--- config.mk ---
export PLATFORM = sky130hd
export DESIGN_NAME = swo_itm_packetiser_flat
export DESIGN_NICKNAME = d
export VERILOG_FILES = /design/src/rtl/swo_itm_packetiser_if.sv /design/src/rtl/swo_itm_packetiser.sv /design/src/flat_wrapper.sv
export SDC_FILE = /design/constraint.sdc
export NUM_CORES = 1
export LEC_CHECK = 0
export BUFFER_PORTS_ARGS = -buffer_cell sky130_fd_sc_hd__buf_4
export CORE_MARGIN = 2
export CORE_UTILIZATION = 51
export DETAILED_ROUTE_END_ITERATION = 6
export HOLD_SLACK_MARGIN = 0.08
export PLACE_DENSITY = 0.72
export SLEW_MARGIN = 20
export SYNTH_ARGS = -nofsm -noshare
export SYNTH_HDL_FRONTEND = slang
export SYNTH_SLANG_ARGS = --single-unit
--- constraint.sdc ---
create_clock -name clk -period 6 [get_ports clk]
set_clock_uncertainty 0.15 [all_clocks]
set_input_delay 0.6 -clock clk [delete_from_list [all_inputs] [get_ports clk]]
set_output_delay 0.6 -clock clk [all_outputs]
set_load 0.01 [all_outputs]
--- src/rtl/swo_itm_packetiser_if.sv ---
// Byte input and packet output bundle between the SWO byte decoder,
// the ITM packetiser and the downstream packet consumer.
interface swo_itm_packetiser_if;
  logic        byte_avail;
  logic [7:0]  byte_in;
  logic        pkt_valid;
  logic        pkt_ready;
  logic [1:0]  pkt_type;
  logic [7:0]  pkt_hdr;
  logic [4:0]  pkt_addr;
  logic        pkt_hw;
  logic [2:0]  pkt_len;
  logic [31:0] pkt_data;
  logic        synced;
  logic        sync_lost;
  logic [7:0]  drop_count;

  // packetiser side
  modport master (
    input  byte_avail, byte_in, pkt_ready,
    output pkt_valid, pkt_type, pkt_hdr, pkt_addr, pkt_hw, pkt_len, pkt_data,
           synced, sync_lost, drop_count
  );

  // byte source / packet consumer side
  modport slave (
    output byte_avail, byte_in, pkt_ready,
    input  pkt_valid, pkt_type, pkt_hdr, pkt_addr, pkt_hw, pkt_len, pkt_data,
           synced, sync_lost, drop_count
  );
endinterface

--- src/rtl/swo_itm_packetiser.sv ---
// Frames toggle-flagged SWO bytes into ITM/DWT packets (sync, overflow,
// source, protocol) and presents them on a single-entry valid/ready slot.
module swo_itm_packetiser #(
  parameter int MIN_SYNC_ZEROS = 5,
  parameter int MAX_PROTO_CONT = 4
) (
  input  logic                  clk,
  input  logic                  rst,
  swo_itm_packetiser_if.master  bus
);

  localparam logic [2:0] MIN_Z = 3'(MIN_SYNC_ZEROS);
  localparam logic [2:0] MAX_C = 3'(MAX_PROTO_CONT);
  localparam logic [1:0] T_SYNC = 2'd0;
  localparam logic [1:0] T_OVF  = 2'd1;
  localparam logic [1:0] T_SRC  = 2'd2;
  localparam logic [1:0] T_PROT = 2'd3;

  typedef enum logic [1:0] {ST_UNSYNC, ST_HDR, ST_SRC_PAY, ST_PROTO_CONT} state_t;

  state_t      state_q, state_d;
  logic        avail_q, avail_d, primed_q, primed_d;
  logic [2:0]  zcnt_q, zcnt_d, cnt_q, cnt_d;
  logic [7:0]  hdr_q, hdr_d, drop_q, drop_d;
  logic [31:0] data_q, data_d;
  logic        synced_q, synced_d, lost_q, lost_d;
  logic        pkt_valid_q, pkt_valid_d, pkt_hw_q, pkt_hw_d;
  logic [1:0]  pkt_type_q, pkt_type_d;
  logic [7:0]  pkt_hdr_q, pkt_hdr_d;
  logic [4:0]  pkt_addr_q, pkt_addr_d;
  logic [2:0]  pkt_len_q, pkt_len_d;
  logic [31:0] pkt_data_q, pkt_data_d;

  logic        new_byte_s, emit_s;
  logic [7:0]  b_s, em_hdr_s;
  logic [1:0]  em_type_s;
  logic [2:0]  em_len_s, cnt_inc_s, need_s;
  logic [31:0] em_data_s, stored_s;

  // Byte strobe, framing state machine and output slot next-state logic
  always_comb begin
    avail_d     = bus.byte_avail;
    primed_d    = 1'b1;
    state_d     = state_q;
    zcnt_d      = zcnt_q;
    cnt_d       = cnt_q;
    hdr_d       = hdr_q;
    data_d      = data_q;
    synced_d    = synced_q;
    lost_d      = lost_q;
    drop_d      = drop_q;
    pkt_valid_d = pkt_valid_q;
    pkt_type_d  = pkt_type_q;
    pkt_hdr_d   = pkt_hdr_q;
    pkt_addr_d  = pkt_addr_q;
    pkt_hw_d    = pkt_hw_q;
    pkt_len_d   = pkt_len_q;
    pkt_data_d  = pkt_data_q;
    emit_s      = 1'b0;
    em_type_s   = T_SYNC;
    em_hdr_s    = 8'h00;
    em_len_s    = 3'd0;
    em_data_s   = 32'd0;

    new_byte_s = primed_q & (bus.byte_avail ^ avail_q);
    b_s        = bus.byte_in;
    cnt_inc_s  = cnt_q + 3'd1;
    stored_s   = data_q | ({24'd0, b_s} << {cnt_q[1:0], 3'b000});
    need_s     = (hdr_q[1:0] == 2'b11) ? 3'd4 : {1'b0, hdr_q[1:0]};

    if (new_byte_s) begin
      if (b_s == 8'h00) begin
        zcnt_d = (zcnt_q == 3'd7) ? 3'd7 : zcnt_q + 3'd1;
      end else begin
        zcnt_d = 3'd0;
      end

      // Sync wins from any state and silently discards a partial packet
      if ((b_s == 8'h80) && (zcnt_q >= MIN_Z)) begin
        state_d   = ST_HDR;
        synced_d  = 1'b1;
        emit_s    = 1'b1;
        em_type_s = T_SYNC;
        em_hdr_s  = 8'h80;
      end else begin
        case (state_q)
          ST_HDR: begin
            if (b_s == 8'h00) begin
              state_d = ST_HDR;
            end else if (b_s == 8'h70) begin
              emit_s    = 1'b1;
              em_type_s = T_OVF;
              em_hdr_s  = b_s;
            end else if (b_s[1:0] != 2'b00) begin
              hdr_d   = b_s;
              cnt_d   = 3'd0;
              data_d  = 32'd0;
              state_d = ST_SRC_PAY;
            end else if (!b_s[7]) begin
              emit_s    = 1'b1;
              em_type_s = T_PROT;
              em_hdr_s  = b_s;
            end else begin
              hdr_d   = b_s;
              cnt_d   = 3'd0;
              data_d  = 32'd0;
              state_d = ST_PROTO_CONT;
            end
          end
          ST_SRC_PAY: begin
            data_d = stored_s;
            cnt_d  = cnt_inc_s;
            if (cnt_inc_s == need_s) begin
              emit_s    = 1'b1;
              em_type_s = T_SRC;
              em_hdr_s  = hdr_q;
              em_len_s  = cnt_inc_s;
              em_data_s = stored_s;
              state_d   = ST_HDR;
            end else begin
              state_d = ST_SRC_PAY;
            end
          end
          ST_PROTO_CONT: begin
            data_d = stored_s;
            cnt_d  = cnt_inc_s;
            if (!b_s[7]) begin
              emit_s    = 1'b1;
              em_type_s = T_PROT;
              em_hdr_s  = hdr_q;
              em_len_s  = cnt_inc_s;
              em_data_s = stored_s;
              state_d   = ST_HDR;
            end else if (cnt_inc_s == MAX_C) begin
              state_d  = ST_UNSYNC;
              synced_d = 1'b0;
              lost_d   = 1'b1;
            end else begin
              state_d = ST_PROTO_CONT;
            end
          end
          default: begin
            state_d = ST_UNSYNC;
          end
        endcase
      end
    end else begin
      zcnt_d = zcnt_q;
    end

    // Single-entry slot: load when free or being drained this cycle, else drop
    if (emit_s) begin
      if (!pkt_valid_q || bus.pkt_ready) begin
        pkt_valid_d = 1'b1;
        pkt_type_d  = em_type_s;
        pkt_hdr_d   = em_hdr_s;
        pkt_addr_d  = (em_type_s == T_SRC) ? em_hdr_s[7:3] : 5'd0;
        pkt_hw_d    = (em_type_s == T_SRC) ? em_hdr_s[2] : 1'b0;
        pkt_len_d   = em_len_s;
        pkt_data_d  = em_data_s;
      end else begin
        drop_d = (drop_q == 8'hff) ? 8'hff : drop_q + 8'd1;
      end
    end else if (pkt_valid_q && bus.pkt_ready) begin
      pkt_valid_d = 1'b0;
    end else begin
      pkt_valid_d = pkt_valid_q;
    end
  end

  // State and output registers
  always_ff @(posedge clk or posedge rst) begin
    if (rst) begin
      state_q     <= ST_UNSYNC;
      avail_q     <= 1'b0;
      primed_q    <= 1'b0;
      zcnt_q      <= 3'd0;
      cnt_q       <= 3'd0;
      hdr_q       <= 8'd0;
      data_q      <= 32'd0;
      synced_q    <= 1'b0;
      lost_q      <= 1'b0;
      drop_q      <= 8'd0;
      pkt_valid_q <= 1'b0;
      pkt_type_q  <= 2'd0;
      pkt_hdr_q   <= 8'd0;
      pkt_addr_q  <= 5'd0;
      pkt_hw_q    <= 1'b0;
      pkt_len_q   <= 3'd0;
      pkt_data_q  <= 32'd0;
    end else begin
      state_q     <= state_d;
      avail_q     <= avail_d;
      primed_q    <= primed_d;
      zcnt_q      <= zcnt_d;
      cnt_q       <= cnt_d;
      hdr_q       <= hdr_d;
      data_q      <= data_d;
      synced_q    <= synced_d;
      lost_q      <= lost_d;
      drop_q      <= drop_d;
      pkt_valid_q <= pkt_valid_d;
      pkt_type_q  <= pkt_type_d;
      pkt_hdr_q   <= pkt_hdr_d;
      pkt_addr_q  <= pkt_addr_d;
      pkt_hw_q    <= pkt_hw_d;
      pkt_len_q   <= pkt_len_d;
      pkt_data_q  <= pkt_data_d;
    end
  end

  assign bus.pkt_valid  = pkt_valid_q;
  assign bus.pkt_type   = pkt_type_q;
  assign bus.pkt_hdr    = pkt_hdr_q;
  assign bus.pkt_addr   = pkt_addr_q;
  assign bus.pkt_hw     = pkt_hw_q;
  assign bus.pkt_len    = pkt_len_q;
  assign bus.pkt_data   = pkt_data_q;
  assign bus.synced     = synced_q;
  assign bus.sync_lost  = lost_q;
  assign bus.drop_count = drop_q;

endmodule

--- src/flat_wrapper.sv ---
// flat-port wrapper written by rule: the top's interface ports become plain ports
module swo_itm_packetiser_flat 
#(
  parameter int MIN_SYNC_ZEROS = 5,
  parameter int MAX_PROTO_CONT = 4
)
  (clk, rst, bus_byte_avail, bus_byte_in, bus_pkt_ready, bus_pkt_valid, bus_pkt_type, bus_pkt_hdr, bus_pkt_addr, bus_pkt_hw, bus_pkt_len, bus_pkt_data, bus_synced, bus_sync_lost, bus_drop_count);
  swo_itm_packetiser_if bus_i ();
  input  logic clk;
  input  logic rst;
  input wire logic [$bits(bus_i.byte_avail)-1:0] bus_byte_avail;
  input wire logic [$bits(bus_i.byte_in)-1:0] bus_byte_in;
  input wire logic [$bits(bus_i.pkt_ready)-1:0] bus_pkt_ready;
  output wire logic [$bits(bus_i.pkt_valid)-1:0] bus_pkt_valid;
  output wire logic [$bits(bus_i.pkt_type)-1:0] bus_pkt_type;
  output wire logic [$bits(bus_i.pkt_hdr)-1:0] bus_pkt_hdr;
  output wire logic [$bits(bus_i.pkt_addr)-1:0] bus_pkt_addr;
  output wire logic [$bits(bus_i.pkt_hw)-1:0] bus_pkt_hw;
  output wire logic [$bits(bus_i.pkt_len)-1:0] bus_pkt_len;
  output wire logic [$bits(bus_i.pkt_data)-1:0] bus_pkt_data;
  output wire logic [$bits(bus_i.synced)-1:0] bus_synced;
  output wire logic [$bits(bus_i.sync_lost)-1:0] bus_sync_lost;
  output wire logic [$bits(bus_i.drop_count)-1:0] bus_drop_count;
  assign bus_i.byte_avail = bus_byte_avail;
  assign bus_i.byte_in = bus_byte_in;
  assign bus_i.pkt_ready = bus_pkt_ready;
  assign bus_pkt_valid = bus_i.pkt_valid;
  assign bus_pkt_type = bus_i.pkt_type;
  assign bus_pkt_hdr = bus_i.pkt_hdr;
  assign bus_pkt_addr = bus_i.pkt_addr;
  assign bus_pkt_hw = bus_i.pkt_hw;
  assign bus_pkt_len = bus_i.pkt_len;
  assign bus_pkt_data = bus_i.pkt_data;
  assign bus_synced = bus_i.synced;
  assign bus_sync_lost = bus_i.sync_lost;
  assign bus_drop_count = bus_i.drop_count;
  swo_itm_packetiser #(.MIN_SYNC_ZEROS(MIN_SYNC_ZEROS), .MAX_PROTO_CONT(MAX_PROTO_CONT)) u_core (.clk(clk), .rst(rst), .bus(bus_i));
endmodule
==> run_results.csv <==
group,metric,value,unit
run,cap_violations,0,
layout,multi_input_area,2190,sq um
synthesis,synthesis.nets,501,
outcome,status,"complete, no violations",
die,ios,74,
route,vias_per_cell,5.78,
critical_path,path_max_fanout,23,
global_route,antenna_found_initial,0,
critical_path,path_class,"register to register",
timing,min_period,3.60,ns
synthesis,synth_flop_cell,"dfrtp_1",
route,drc,0,
critical_path,arrival,3.72,ns
timing,setup_violations,0,
timing,slew_viol_final,0,
place,dpl.cell_count,661,
synthesis,synthTopCellsByArea,"dfrtp_1, nand2_1, o2bb2ai_1, a21o_1, o21ai_0",
route,num_vias,3908,
critical_path,crit_chain,"ha_1 > ha_1 > and4b_1 > nor4_2 > nor4b_2 > o21ai_2 > buf_4 > o2bb2ai_1",
timing,min_period_over_period,0.599,
global_route,grt_usage,0.226,
cts,cts_hold_buf,0,
route,wirelength,11800,microns
synthesis,synth_edf_count,0,
cts,cts_sinks,112,
synthesis,syn_inst,484,
cts,clkLatencyLatePin,0.37,ns
timing,hold_violations,0,
global_route,grt_pass1_wl,19700,microns
layout,n_fill_cell,849,
layout,drive_gt1_frac,0.232,
cts,clk_pin_slew_worst_paths,0.10,ns
synthesis,yosysSeqAreaShare,0.541,
pwr,power.density,215,nW/um^2
critical_path,endpoint_kind,"register",
die,initial_core_util,0.528,
layout,final_util,0.612,
die,dieArea,11000,sq um
cts,root_buffer,"clkbuf_8",
timing,worstMarginPinSlew,0.985,ns
layout,area_growth,16.0,%
route,drtIter0Drc,199,
cts,post_cts_buffers,0,
timing,setup-tns-final,0,ns
synthesis,ys_seq_elements,112,
critical_path,cp_top_family,"compound AO/OA/AOI/OAI gates",
critical_path,cpMostUsedCell,"ha_1",
worst_hold_path,min_path_type,"input pin to async pin",
global_route,grt_pass1_vias,3803,
synthesis,synth_cell_types,58,
pwr,ir_drop,0.128,mV
cts,numCtsBuffers,9,
timing,relSlewSlack,0.344,
pwr,p_leak,2.88,nW
synthesis,ys.warnings.count,0,
layout,fin_cells,676,
die,core_area,9820,sq um
critical_path,crit_required,6.13,ns
synthesis,yosysTopAreaCellShare,0.541,
cts,cts_htree_levels,3,
layout,regArea,2800,sq um
route,ant_nets,0,
synthesis,synth-async-reset-ratio,1.00,
global_route,grt_max_degree,69,
critical_path,cp.buffers_inverters,1,
layout,fin_nets,556,
timing,rsz0062_at_grt,"no",
critical_path,slowest_delay,0.81,ns
die,die_x,105,microns
synthesis,synth_area,5180,sq um
place,hpwl,8020,microns
route,drt-wirelength-per-cell,17.5,microns
cts,cts_resized,0,
route,firstDrtPassIters,5,
layout,num_antenna_cells,0,
cts,cts_buffer_depth,2,
die,num_rows,36,
pwr,power,1.29,mW
synthesis,synth_top_area_cell,"dfrtp_1",
timing,max_freq,278,MHz
critical_path,critPathLaunchType,"register",
place,port_buffers,73,
critical_path,crit_slowest_cell,"o21ai_2",
place,gp_congestion,0.813,
die,fp.dieH,105,microns
global_route,grt.overflow.total,0,
cts,cts_tree,"done",
synthesis,syn_avg_cell_area,10.7,sq um
## path summary, 6_finish.rpt
path                                                  start                                   to  cells past startpoint  slack, ns
setup reg to reg                u_core.cnt_q[0]$_DFFE_PP0P_  u_core.bus.pkt_data[22]$_DFFE_PP0P_                      8       2.40
hold reg to reg            u_core.bus.sync_lost$_DFFE_PP0P_     u_core.bus.sync_lost$_DFFE_PP0P_                      1       0.33
min in group clk                             bus_byte_avail             u_core.avail_q$_DFF_PP0_                      1       0.20
max in group asynchronous                               rst          u_core.cnt_q[2]$_DFFE_PP0P_                      3       4.29
setup / recovery                u_core.cnt_q[0]$_DFFE_PP0P_  u_core.bus.pkt_data[22]$_DFFE_PP0P_                      8       2.40
hold / removal                                          rst   u_core.bus.pkt_data[6]$_DFFE_PP0P_                      2       0.14
## report_power, final
group | switching, mW | leakage [nW] | total, mW | internal (mW)
logic | 0.0345 | 1.24 | 0.0445 | 0.0100
clock network | 0.246 | 0.108 | 0.490 | 0.244
registers | 0.000395 | 1.53 | 0.755 | 0.755
## layout make-up
cell class / count / share of cell area
inverter: 9 / 0.00604
tap: 133 / 0.0277
clock buffer: 10 / 0.0229
sequential: 112 / 0.466
clock inverter: 5 / 0.0135
multi-input combinational: 328 / 0.365
timing repair buffer: 79 / 0.0986
## through the flow
| stage | cell area (sq um) | setup WS, ns | hold WS [ns] |
|---|---|---|---|
| 3_5_place_dp | 5790 | 2.46 | 0.313 |
| 5_1_grt | 6010 | 2.17 | 0.166 |
| 6_report | 6010 | 2.40 | 0.136 |
| 2_1_floorplan | 5180 | 2.29 | 0.297 |
| 3_3_place_gp | 5790 | 2.51 | 0.308 |
| 4_1_cts | 6010 | 2.43 | 0.145 |
## registers in the layout, summed over array words and instances (netlist names), 3 cells and up
name / flops
u_core.bus.pkt_data: 32
u_core.hdr_q: 8
u_core.bus.pkt_hdr: 8
u_core.cnt_q: 3
u_core.bus.pkt_addr: 5
u_core.bus.drop_count: 8
u_core.bus.pkt_len: 3
u_core.data_q: 32
u_core.zcnt_q: 3
## worst reg2reg max path, cell delays in order, from the launching register on
cell       delay [ns]
dfrtp_1          0.49
ha_1             0.26
ha_1             0.36
and4b_1          0.23
nor4_2           0.47
nor4b_2          0.16
o21ai_2          0.81
buf_4            0.42
o2bb2ai_1        0.16
## per-layer routing
| metal | routed length (microns) | GRT usage |
|---|---|---|
| met3 | 475 | 0.0405 |
| met2 | 5650 | 0.359 |
| met4 | 248 | 0.0733 |
| met5 | 0 | 0 |
| met1 | 5460 | 0.317 |
## cells by family after synthesis
kind of cell | Yosys count | share of synthesized area
compound gates | 150 | 0.220
flops | 112 | 0.541
buf+inv | 44 | 0.0379
other cells | 1 | 0.000724
fa+ha+maj | 5 | 0.0121
simple gates | 154 | 0.150
xor+xnor | 1 | 0.00169
mux | 17 | 0.0362
## cell usage in the layout, fill, tap and decap left out, types with 3 or more instances in the layout
| master | instances |
|---|---|
| mux2_2 | 11 |
| nand2_1 | 82 |
| nand4_1 | 3 |
| a22o_1 | 12 |
| nor3_1 | 5 |
| ha_1 | 5 |
| a211oi_1 | 5 |
| dfrtp_1 | 112 |
| a22oi_1 | 5 |
| a2111oi_4 | 3 |
| a21o_1 | 22 |
| nand3_1 | 8 |
| o21ai_0 | 28 |
| o211ai_1 | 3 |
| a31oi_1 | 4 |
| buf_4 | 79 |
| inv_1 | 8 |
| o22ai_1 | 4 |
| mux2i_1 | 3 |
| nand2b_1 | 5 |
| clkbuf_8 | 10 |
| nor2b_1 | 11 |
| and2_1 | 3 |
| a21oi_1 | 21 |
| o2bb2ai_1 | 33 |
| nor2_1 | 12 |
| nor4_2 | 3 |
| mux2_1 | 3 |
## Yosys cell counts (all sizes together) (5+ instances only)
library cell and number:
mux2 14, dfrtp 112, o21ai 29, nor3 6
buf 14, o2bb2ai 33, nand3 8, inv 9
nor2 13, ha 5, a22o 12, nor2b 11
a211oi 6, clkbuf 21, nand2b 5, a21oi 21
a21o 22, nand2 82, a22oi 5
(Power assumes the default switching activity.)
